## src/rtl/adc_frame_reader.sv

```systemverilog
// Drains the ADC capture FIFO into a framed valid/ready byte stream and re-arms capture.
// Optional trailing checksum byte: define ADC_FRAME_CHECKSUM_EN.
module adc_frame_reader #(
   parameter int unsigned FRAME_LEN  = 4096,
   parameter logic [7:0]  CHANNEL_ID = 8'h00
) (
   input  logic        Clk,
   input  logic        Reset_n,
   input  logic        ADC_end,
   input  logic        fifo_empty,
   input  logic [7:0]  fifo_q,
   output logic        fifo_rdreq,
   output logic        ADC_bg,
   output logic [7:0]  tx_data,
   output logic        tx_valid,
   input  logic        tx_ready,
   output logic        busy,
   output logic        underrun,
   output logic [15:0] frame_cnt
);

   localparam logic [15:0] LEN16    = 16'(FRAME_LEN);
   localparam logic [15:0] LAST_IDX = 16'(FRAME_LEN - 1);

   typedef enum logic [3:0] {
      IDLE, HDR0, HDR1, HID, LENH, LENL, FETCH, WAIT, SEND, DONE
`ifdef ADC_FRAME_CHECKSUM_EN
      , CSUM
`endif
   } state_t;

   state_t      state, state_nxt;
   logic        adc_end_d;
   logic        start;
   logic        pad;
   logic [15:0] sample_cnt;
   logic [7:0]  sample_q;
   logic        underrun_q;
   logic [15:0] frame_cnt_q;
`ifdef ADC_FRAME_CHECKSUM_EN
   logic [7:0]  csum_q;
`endif

   assign start = ADC_end && !adc_end_d && (state == IDLE);
   // Once underrun is flagged the FIFO is no longer touched for the rest of the frame.
   assign pad   = fifo_empty || underrun_q;

   always_ff @(posedge Clk or negedge Reset_n) begin
      if (!Reset_n) state <= IDLE;
      else          state <= state_nxt;
   end

   always_comb begin
      state_nxt = state;
      case (state)
         IDLE:  if (start)    state_nxt = HDR0;
         HDR0:  if (tx_ready) state_nxt = HDR1;
         HDR1:  if (tx_ready) state_nxt = HID;
         HID:   if (tx_ready) state_nxt = LENH;
         LENH:  if (tx_ready) state_nxt = LENL;
         LENL:  if (tx_ready) state_nxt = FETCH;
         FETCH: state_nxt = pad ? SEND : WAIT;
         WAIT:  state_nxt = SEND;
         SEND: begin
            if (tx_ready) begin
               if (sample_cnt == LAST_IDX)
`ifdef ADC_FRAME_CHECKSUM_EN
                  state_nxt = CSUM;
`else
                  state_nxt = DONE;
`endif
               else
                  state_nxt = FETCH;
            end
         end
`ifdef ADC_FRAME_CHECKSUM_EN
         CSUM:  if (tx_ready) state_nxt = DONE;
`endif
         DONE:  state_nxt = IDLE;
         default: state_nxt = IDLE;
      endcase
   end

   always_comb begin
      tx_valid   = 1'b0;
      tx_data    = '0;
      fifo_rdreq = 1'b0;
      ADC_bg     = 1'b0;
      busy       = 1'b1;
      case (state)
         IDLE:  busy = 1'b0;
         HDR0:  begin tx_valid = 1'b1; tx_data = 8'hA5;        end
         HDR1:  begin tx_valid = 1'b1; tx_data = 8'h5A;        end
         HID:   begin tx_valid = 1'b1; tx_data = CHANNEL_ID;   end
         LENH:  begin tx_valid = 1'b1; tx_data = LEN16[15:8];  end
         LENL:  begin tx_valid = 1'b1; tx_data = LEN16[7:0];   end
         FETCH: fifo_rdreq = !pad;
         SEND:  begin tx_valid = 1'b1; tx_data = sample_q;     end
`ifdef ADC_FRAME_CHECKSUM_EN
         CSUM:  begin tx_valid = 1'b1; tx_data = csum_q;       end
`endif
         DONE:  begin ADC_bg = 1'b1; busy = 1'b0;              end
         default: ;
      endcase
   end

   always_ff @(posedge Clk or negedge Reset_n) begin
      if (!Reset_n) begin
         adc_end_d   <= 1'b0;
         sample_cnt  <= '0;
         sample_q    <= '0;
         underrun_q  <= 1'b0;
         frame_cnt_q <= '0;
`ifdef ADC_FRAME_CHECKSUM_EN
         csum_q      <= '0;
`endif
      end else begin
         adc_end_d <= ADC_end;
         if (start) begin
            sample_cnt <= '0;
            underrun_q <= 1'b0;
`ifdef ADC_FRAME_CHECKSUM_EN
            csum_q     <= '0;
`endif
         end
         if (state == FETCH && pad) begin
            underrun_q <= 1'b1;
            sample_q   <= '0;
         end
         if (state == WAIT)
            sample_q <= fifo_q;
         if (state == SEND && tx_ready) begin
            sample_cnt <= sample_cnt + 16'd1;
`ifdef ADC_FRAME_CHECKSUM_EN
            csum_q     <= csum_q + sample_q;
`endif
         end
         if (state == DONE)
            frame_cnt_q <= frame_cnt_q + 16'd1;
      end
   end

   assign underrun  = underrun_q;
   assign frame_cnt = frame_cnt_q;

endmodule

```

## config.mk

```make
export PLATFORM = sky130hd
export DESIGN_NAME = adc_frame_reader
export DESIGN_NICKNAME = d
export VERILOG_FILES = /design/src/rtl/adc_frame_reader.sv
export SDC_FILE = /design/constraint.sdc
export NUM_CORES = 1
export LEC_CHECK = 0
export ABC_AREA = 1
export CAP_MARGIN = 20
export CORE_ASPECT_RATIO = 0.6
export CORE_MARGIN = 3
export CORE_UTILIZATION = 54
export CTS_CLUSTER_SIZE = 16
export DETAILED_ROUTE_END_ITERATION = 10
export GPL_ROUTABILITY_DRIVEN = 0
export GPL_TIMING_DRIVEN = 0
export PLACE_DENSITY_LB_ADDON = 0.05
export SLEW_MARGIN = 10
export SYNTH_ARGS = -nofsm -noshare
export SYNTH_HDL_FRONTEND = slang
export SYNTH_SLANG_ARGS = --single-unit
export TNS_END_PERCENT = 5
```

## constraint.sdc

```tcl
create_clock -name Clk -period 1.9 [get_ports Clk]
set_clock_uncertainty 0.05 [all_clocks]
set_input_delay 0.19 -clock Clk [delete_from_list [all_inputs] [get_ports Clk]]
set_output_delay 0.19 -clock Clk [all_outputs]
set_load 0.1 [all_outputs]
```

==> out/results.ini, run 1 <==
[cells_and_area]
syn2layout_area_growth_pct=25.3
nNetsFinal=433
drive_gt1_share_pct=14.8
antenna_cells=0
postLayoutCoreUtil_pct=71.4
design_area_um2=3310

[logic_synthesis]
synth_edf_count=0
post_synth_mux_area_share_pct=0
synth_fp_nets=383
yosysWarnings=0
synthTopCellsByCount=108 x nand2_1, 46 x dfrtp_1, 46 x inv_1
syn-instance-count=368
yosys.area_share.simple_pct=34.2
synthTopCellsByArea=dfrtp_1 44%, nand2_1 15%, inv_1 6.5%
yosysTopAreaCell=dfrtp_1
synth_xor_area_share_pct=3.31
synth_top_family_by_area=simple AND/OR/NAND/NOR gates
synth.most_common_cell=nand2_1
async_flop_share_pct=100
synth_seq_cells=46
syn_area_per_cell_um2=7.18
ys.flop_type=dfrtp_1
synth-adder-area-share_pct=0.947
synth_top_area_share_pct=43.6
synth_cell_types=27
yosysSeqAreaShare_pct=43.6
syn_area_um2=2640
synth_compound_area_share_pct=9.33

[clock_network]
numCtsBuffers=5
root_buffer=clkbuf_8
clk_path_buf_depth=2
cts_tree=yes
clock_sinks=46
clkTransAtPathRegs_ps=80
cts_htree_levels=2
insertion_delay_ps=300

[detailed_routing]
drt-total-wl_mm=6.31
first_iter_violations=181
vias=2532
vias_per_cell=5.25
antenna_left=0
wl_per_cell_um=13.1
drc=0
dr.pass1.iters=5

[critical_path]
critical_path.max_stage_delay_ps=460
crit_top_cell=nand2_1
critPathKind=reg2out
start_kind=register
crit_required_ps=1660
crit_slowest_cell=dfrtp_1
timing.critical_path.buf_inv=2
critPathArrivalTime_ps=1660
critical_path.top_delay_family=simple AND/OR/NAND/NOR gates
path_cells=inv_1 > nor2_2 > nand2_1 > nand2_1 > o21bai_2 > buf_12
critPathMaxFanout=6
worstSetupEndpointType=primary output

[placement]
hpwl_mm=4.66
dpl_cell_area_um2=3160
port_buffers=41

[global_routing]
met3_usage_pct=4.65
top_usage_layer=met1
grt_pass1_vias=2098
grt_overflow=0
grt.total_usage_pct=22.5
antenna_found_initial=0
use_met1_pct=36.5
gr-usage-met2_pct=30.6
grt_pass1_wl_mm=9.98
grt_max_degree=33

[die]
dieArea_um2=5800
core_area_um2=4640
ios=42
die_x_um=96.3
rows=19
die_h_um=60.2
start_util_pct=57.0

[sta]
hold_viol_final=0
slew_headroom_pct=35.7
fin_ws_ps=-0.0899
tightest_slew_ps=968
drv_slew=0
setup_violations=1
post-route-period-util_pct=100
fin_crit_ps=1900
rsz0062_at_grt=true
fmax_mhz=526

[outcome]
failed_checks=setup timing
status=finished with violations

[power]
vdd_drop_max_uv=1000
powerDensity_nw_per_um2=1420
p_leak_uw=0.00164

[job]
max_cap_viol_count=0

[min_path]
hp-class=in2async

[state kept, by name, indices dropped and copies added, names as in the netlist]
signal and cells:
adc_end_d 1, frame_cnt 16, sample_cnt 16, sample_q 8
state 4, underrun 1
[layout by cell type, fill, tap and decap left out, types with 4 or more instances in the layout]
cell type	count
inv_2	8
nand3_1	31
buf_12	4
nand2_2	6
o21ai_2	5
nor2_4	8
xor2_1	4
buf_6	10
nand2_1	106
dfrtp_1	44
nor2_2	4
dlygate4sd2_1	14
a21oi_1	8
o21ai_1	12
nand4_1	4
clkbuf_8	6
o21ai_0	17
inv_1	45
xnor2_1	6
nor2_1	40
clkdlybuf4s50_1	11
nand3b_1	4
[logic make-up after synthesis]
family                     Yosys count
buffers and inverters               58
adders and majority gates            2
DFF                                 46
xor gates and xnor gates            10
and+or+nand+nor                    205
AOI/OAI and AO/OA                   47
[through the flow]
step                hold WS, ps  TNS [ps]  power, uW  setup slack, ps  cells
CTS                         307      -268       4540             -225    482
finish                      290   -0.0899       4710          -0.0899    482
global placement            432    -39130       3830             -712    472
floorplan                  -156     -4800       3250             -518    368
detailed placement         87.0     -6770       3870             -726    473
global route                333      -304       4950             -103    482
[area by class of cell]
class / instances / area, um2
Sequential cell: 46 / 1150
Tap cell: 63 / 78.8
Timing Repair Buffer: 43 / 449
Clock inverter: 1 / 5.00
Fill cell: 391 / 1320
Clock buffer: 7 / 86.3
Multi-Input combinational cell: 264 / 1310
Buffer: 3 / 22.5
Inverter: 55 / 211
[final timing paths]
| path | from | slack [ps] | end | cells past startpoint |
|---|---|---|---|---|
| setup / recovery | state[2] | -0.09 | tx_data[4] | 6 |
| hold / removal | Reset_n | 290 | sample_q[0] | 2 |
| setup reg to reg | state[2] | 110 | sample_cnt[6] | 8 |
| hold reg to reg | underrun | 450 | underrun | 2 |
| max in group asynchronous | Reset_n | 1010 | state[1] | 3 |
| min in group Clk | ADC_end | 380 | adc_end_d | 1 |
[worst reg2reg max path: cells and delay by family (launching register included)]
| family | cells | cell delay [ps] |
|---|---|---|
| and+or+nand+nor | 5 | 890 |
| DFF | 1 | 450 |
| buffers and inverters | 2 | 240 |
| AOI/OAI and AO/OA | 1 | 60 |
[where the power goes]
part	switching [uW]	internal (uW)	total [uW]
Combinational	1990	731	2720
Sequential	176	1180	1350
Clock	334	294	628
[per-layer routing]
metal / wire, um / up-vias
met3: 491 / 4
met2: 2560 / 99
met5: 0 / -
li1: - / 1254
met1: 3230 / 1175
met4: 32 / 0
[what timing repair did]
action                                 CTS  global route
setup endpoints to repair               29            21
hold buffers                             1             0
setup buffers                            0             0
endpoints found under the hold margin   14             0
gates resized for setup                 98            28
(Power assumes the default switching activity.)
==> inputs of run 2 (changes only) <==
--- a/config.mk
+++ b/config.mk
@@ -9,7 +9,7 @@
 export CAP_MARGIN = 20
 export CORE_ASPECT_RATIO = 0.6
 export CORE_MARGIN = 3
-export CORE_UTILIZATION = 54
+export CORE_UTILIZATION = 58
 export CTS_CLUSTER_SIZE = 16
 export DETAILED_ROUTE_END_ITERATION = 10
 export GPL_ROUTABILITY_DRIVEN = 0
==> constraint.sdc (replaced) <==
create_clock -name Clk -period 2.34 [get_ports Clk]
set_clock_uncertainty 0.05 [all_clocks]
set_input_delay 0.234 -clock Clk [delete_from_list [all_inputs] [get_ports Clk]]
set_output_delay 0.234 -clock Clk [all_outputs]
set_load 0.1 [all_outputs]
==> run 2 against run 1 <==
Power down 22%. Global-route usage up 3.8 points. First-iteration DRC count is 19% lower. Critical endpoint is now busy. Via count rose by 0.91%. Sequential share of layout area rose by 0.54 points. Sequential power is 19% lower. Non-clock buffer count unchanged. The run now ends clean. Die area decreased by 6.3%. Register-to-register slack improved by 390 ps. Critical path depth did not move. Clock-buffer cell count decreased by 1. Worst hold slack better by 98 ps.
==> out/results.ini, run 2 (synthesis results as in run 1) <==
[outcome]
status=finished, final reports clean

[global_routing]
grt.total_usage_pct=26.3  ; +3.8 points
grt_max_degree=28  ; -15%
grt_pass1_vias=2427  ; +16%
grt_overflow=0  ; unchanged
grt_pass1_wl_mm=11.1  ; +11%
antenna_found_initial=0  ; unchanged

[sta]
post-route-period-util_pct=96.4
whs_ps=388  ; +98.0 ps
rsz0062_at_grt=false
setup_violations=0  ; -1
hold_viol_final=0  ; unchanged
slew_headroom_pct=34.9  ; -0.84 points
fmax_mhz=443
fin_crit_ps=2260
drv_slew=0  ; unchanged
tightest_slew_ps=974  ; +5.74 ps

[detailed_routing]
wl_per_cell_um=13.6  ; +3.9%
drc=0  ; unchanged
vias=2555  ; +0.91%
drt-total-wl_mm=6.50  ; +3.1%
vias_per_cell=5.35  ; +1.8%
dr.pass1.iters=5  ; unchanged
first_iter_violations=146  ; -19%
antenna_left=0  ; unchanged

[placement]
hpwl_mm=4.90  ; +5.1%
port_buffers=41  ; unchanged

[cells_and_area]
drive_gt1_share_pct=11.5  ; -3.3 points
final_common_cell=nand2_1
filler_cell_count=329  ; -16%
final-seq-area_um2=1150  ; -0.22%
postLayoutCoreUtil_pct=76.9  ; +5.4 points
antenna_cells=0  ; unchanged
syn2layout_area_growth_pct=23.2
multi_input_comb_area_um2=1270  ; -2.7%
nNetsFinal=433  ; unchanged
final_cell_mix=108 x nand2_1, 46 x inv_1, 46 x dfrtp_1, 41 x nor2_1, 31 x nand3_1

[critical_path]
worstSetupEndpointType=primary output
setup.worst_path.start=state[0]
rr_startpoint=state[2]
crit_required_ps=2060  ; +400 ps
critPathArrivalTime_ps=1970  ; +310 ps
critPathMaxFanout=10  ; +4
critPathKind=reg2out
start_kind=register

[die]
die_h_um=58.3  ; -3.2%
dieArea_um2=5430  ; -6.3%
rows=18  ; -1
die_x_um=93.1  ; -3.3%
core_area_um2=4230  ; -8.7%
start_util_pct=62.4  ; +5.4 points
ios=42  ; unchanged

[power]
powerDensity_nw_per_um2=1130  ; -21%
p_leak_uw=0.00155  ; -6.0%
vdd_drop_max_uv=475  ; -53%
p_int_uw=1720  ; -22%
power_frac_seq_pct=29.7  ; +0.9 points
pwr-share-clk_pct=16.3  ; +2.9 points
swShare_pct=53.0  ; -0.12 points
power_frac_comb_pct=54.0  ; -3.9 points
p_sw_uw=1950  ; -22%

[clock_network]
clock_sinks=46  ; unchanged
root_buffer=clkbuf_8
numCtsBuffers=5  ; unchanged
cts_setup_buffers=0  ; unchanged
clk_path_buf_depth=2  ; unchanged
cts_tree=yes
clkTransAtPathRegs_ps=90  ; about the same
cts_htree_levels=2  ; unchanged
insertion_delay_ps=300  ; about the same

[min_path]
hp-class=in2async

[job]
max_cap_viol_count=0  ; unchanged

-- run 2: timing repair --
action	4_1_cts	5_1_grt
hold buffers	1	0
gates cloned	0	0
hold endpoints to repair	19	0
endpoints found under the setup margin	12	6
resized for setup	38	12
-- run 2: path summary, 6_finish.rpt --
check | end | slack (ps) | depth (start not counted)
max in group asynchronous | sample_cnt[7] | 1340 | 3
min | state[3] | 390 | 2
max reg2reg | sample_cnt[9] | 500 | 8
max | busy | 80 | 6
min in group Clk | adc_end_d | 470 | 1
min reg2reg | underrun | 480 | 2
-- run 2: cell type report --
cell class,instances,area share (%)
Clock buffer,6,2.54
Clock inverter,1,0.923
Timing Repair Buffer,43,12.8
Sequential cell,46,35.4
Multi-Input combinational cell,264,39.0
Tap cell,60,2.31
Inverter,55,6.38
Buffer,3,0.692
-- run 2: per-layer routing --
layer  global-route usage (%)  part of all wire (%)  vias up  wire, um
li1                         -                     -     1249         -
met1                     38.2                    48     1190      3110
met2                     37.8                    42      103      2750
met3                     7.91                   9.0       13       583
met4                     8.35                  0.86        0        56
met5                        0                     0        -         0
-- run 2: through the flow --
step | instance area, um2 | power, uW | std cells | worst slack, ps | setup TNS [ps]
finish | 3250 | 3670 | 478 | 84.9 | 0
global route | 3250 | 3860 | 478 | 14.6 | 0
global placement | 3140 | 3090 | 469 | -338 | -13780
CTS | 3280 | 3700 | 478 | 51.0 | 0
detailed placement | 3150 | 3140 | 470 | -329 | -1680
floorplan | 2650 | 2640 | 368 | -180 | -1020
-- run 2: power groups by stage --
| stage | clock [uW] | sequential (uW) | combinational [uW] |
|---|---|---|---|
| 6_report | 600 | 1090 | 1980 |
| 5_1_grt | 637 | 1110 | 2110 |
| 4_1_cts | 607 | 1090 | 2000 |
| 3_5_place_dp | 0 | 1100 | 2030 |
| 3_3_place_gp | 0 | 1090 | 2000 |
| 2_1_floorplan | 0 | 1250 | 1390 |
-- run 2: worst max-delay path, stage by stage (launching register included) --
cell,delay (ps)
dfrtp_1,460
inv_2,110
nor2_4,40
nand2_2,170
clkinv_2,200
nor2_4,140
clkdlybuf4s15_2,550
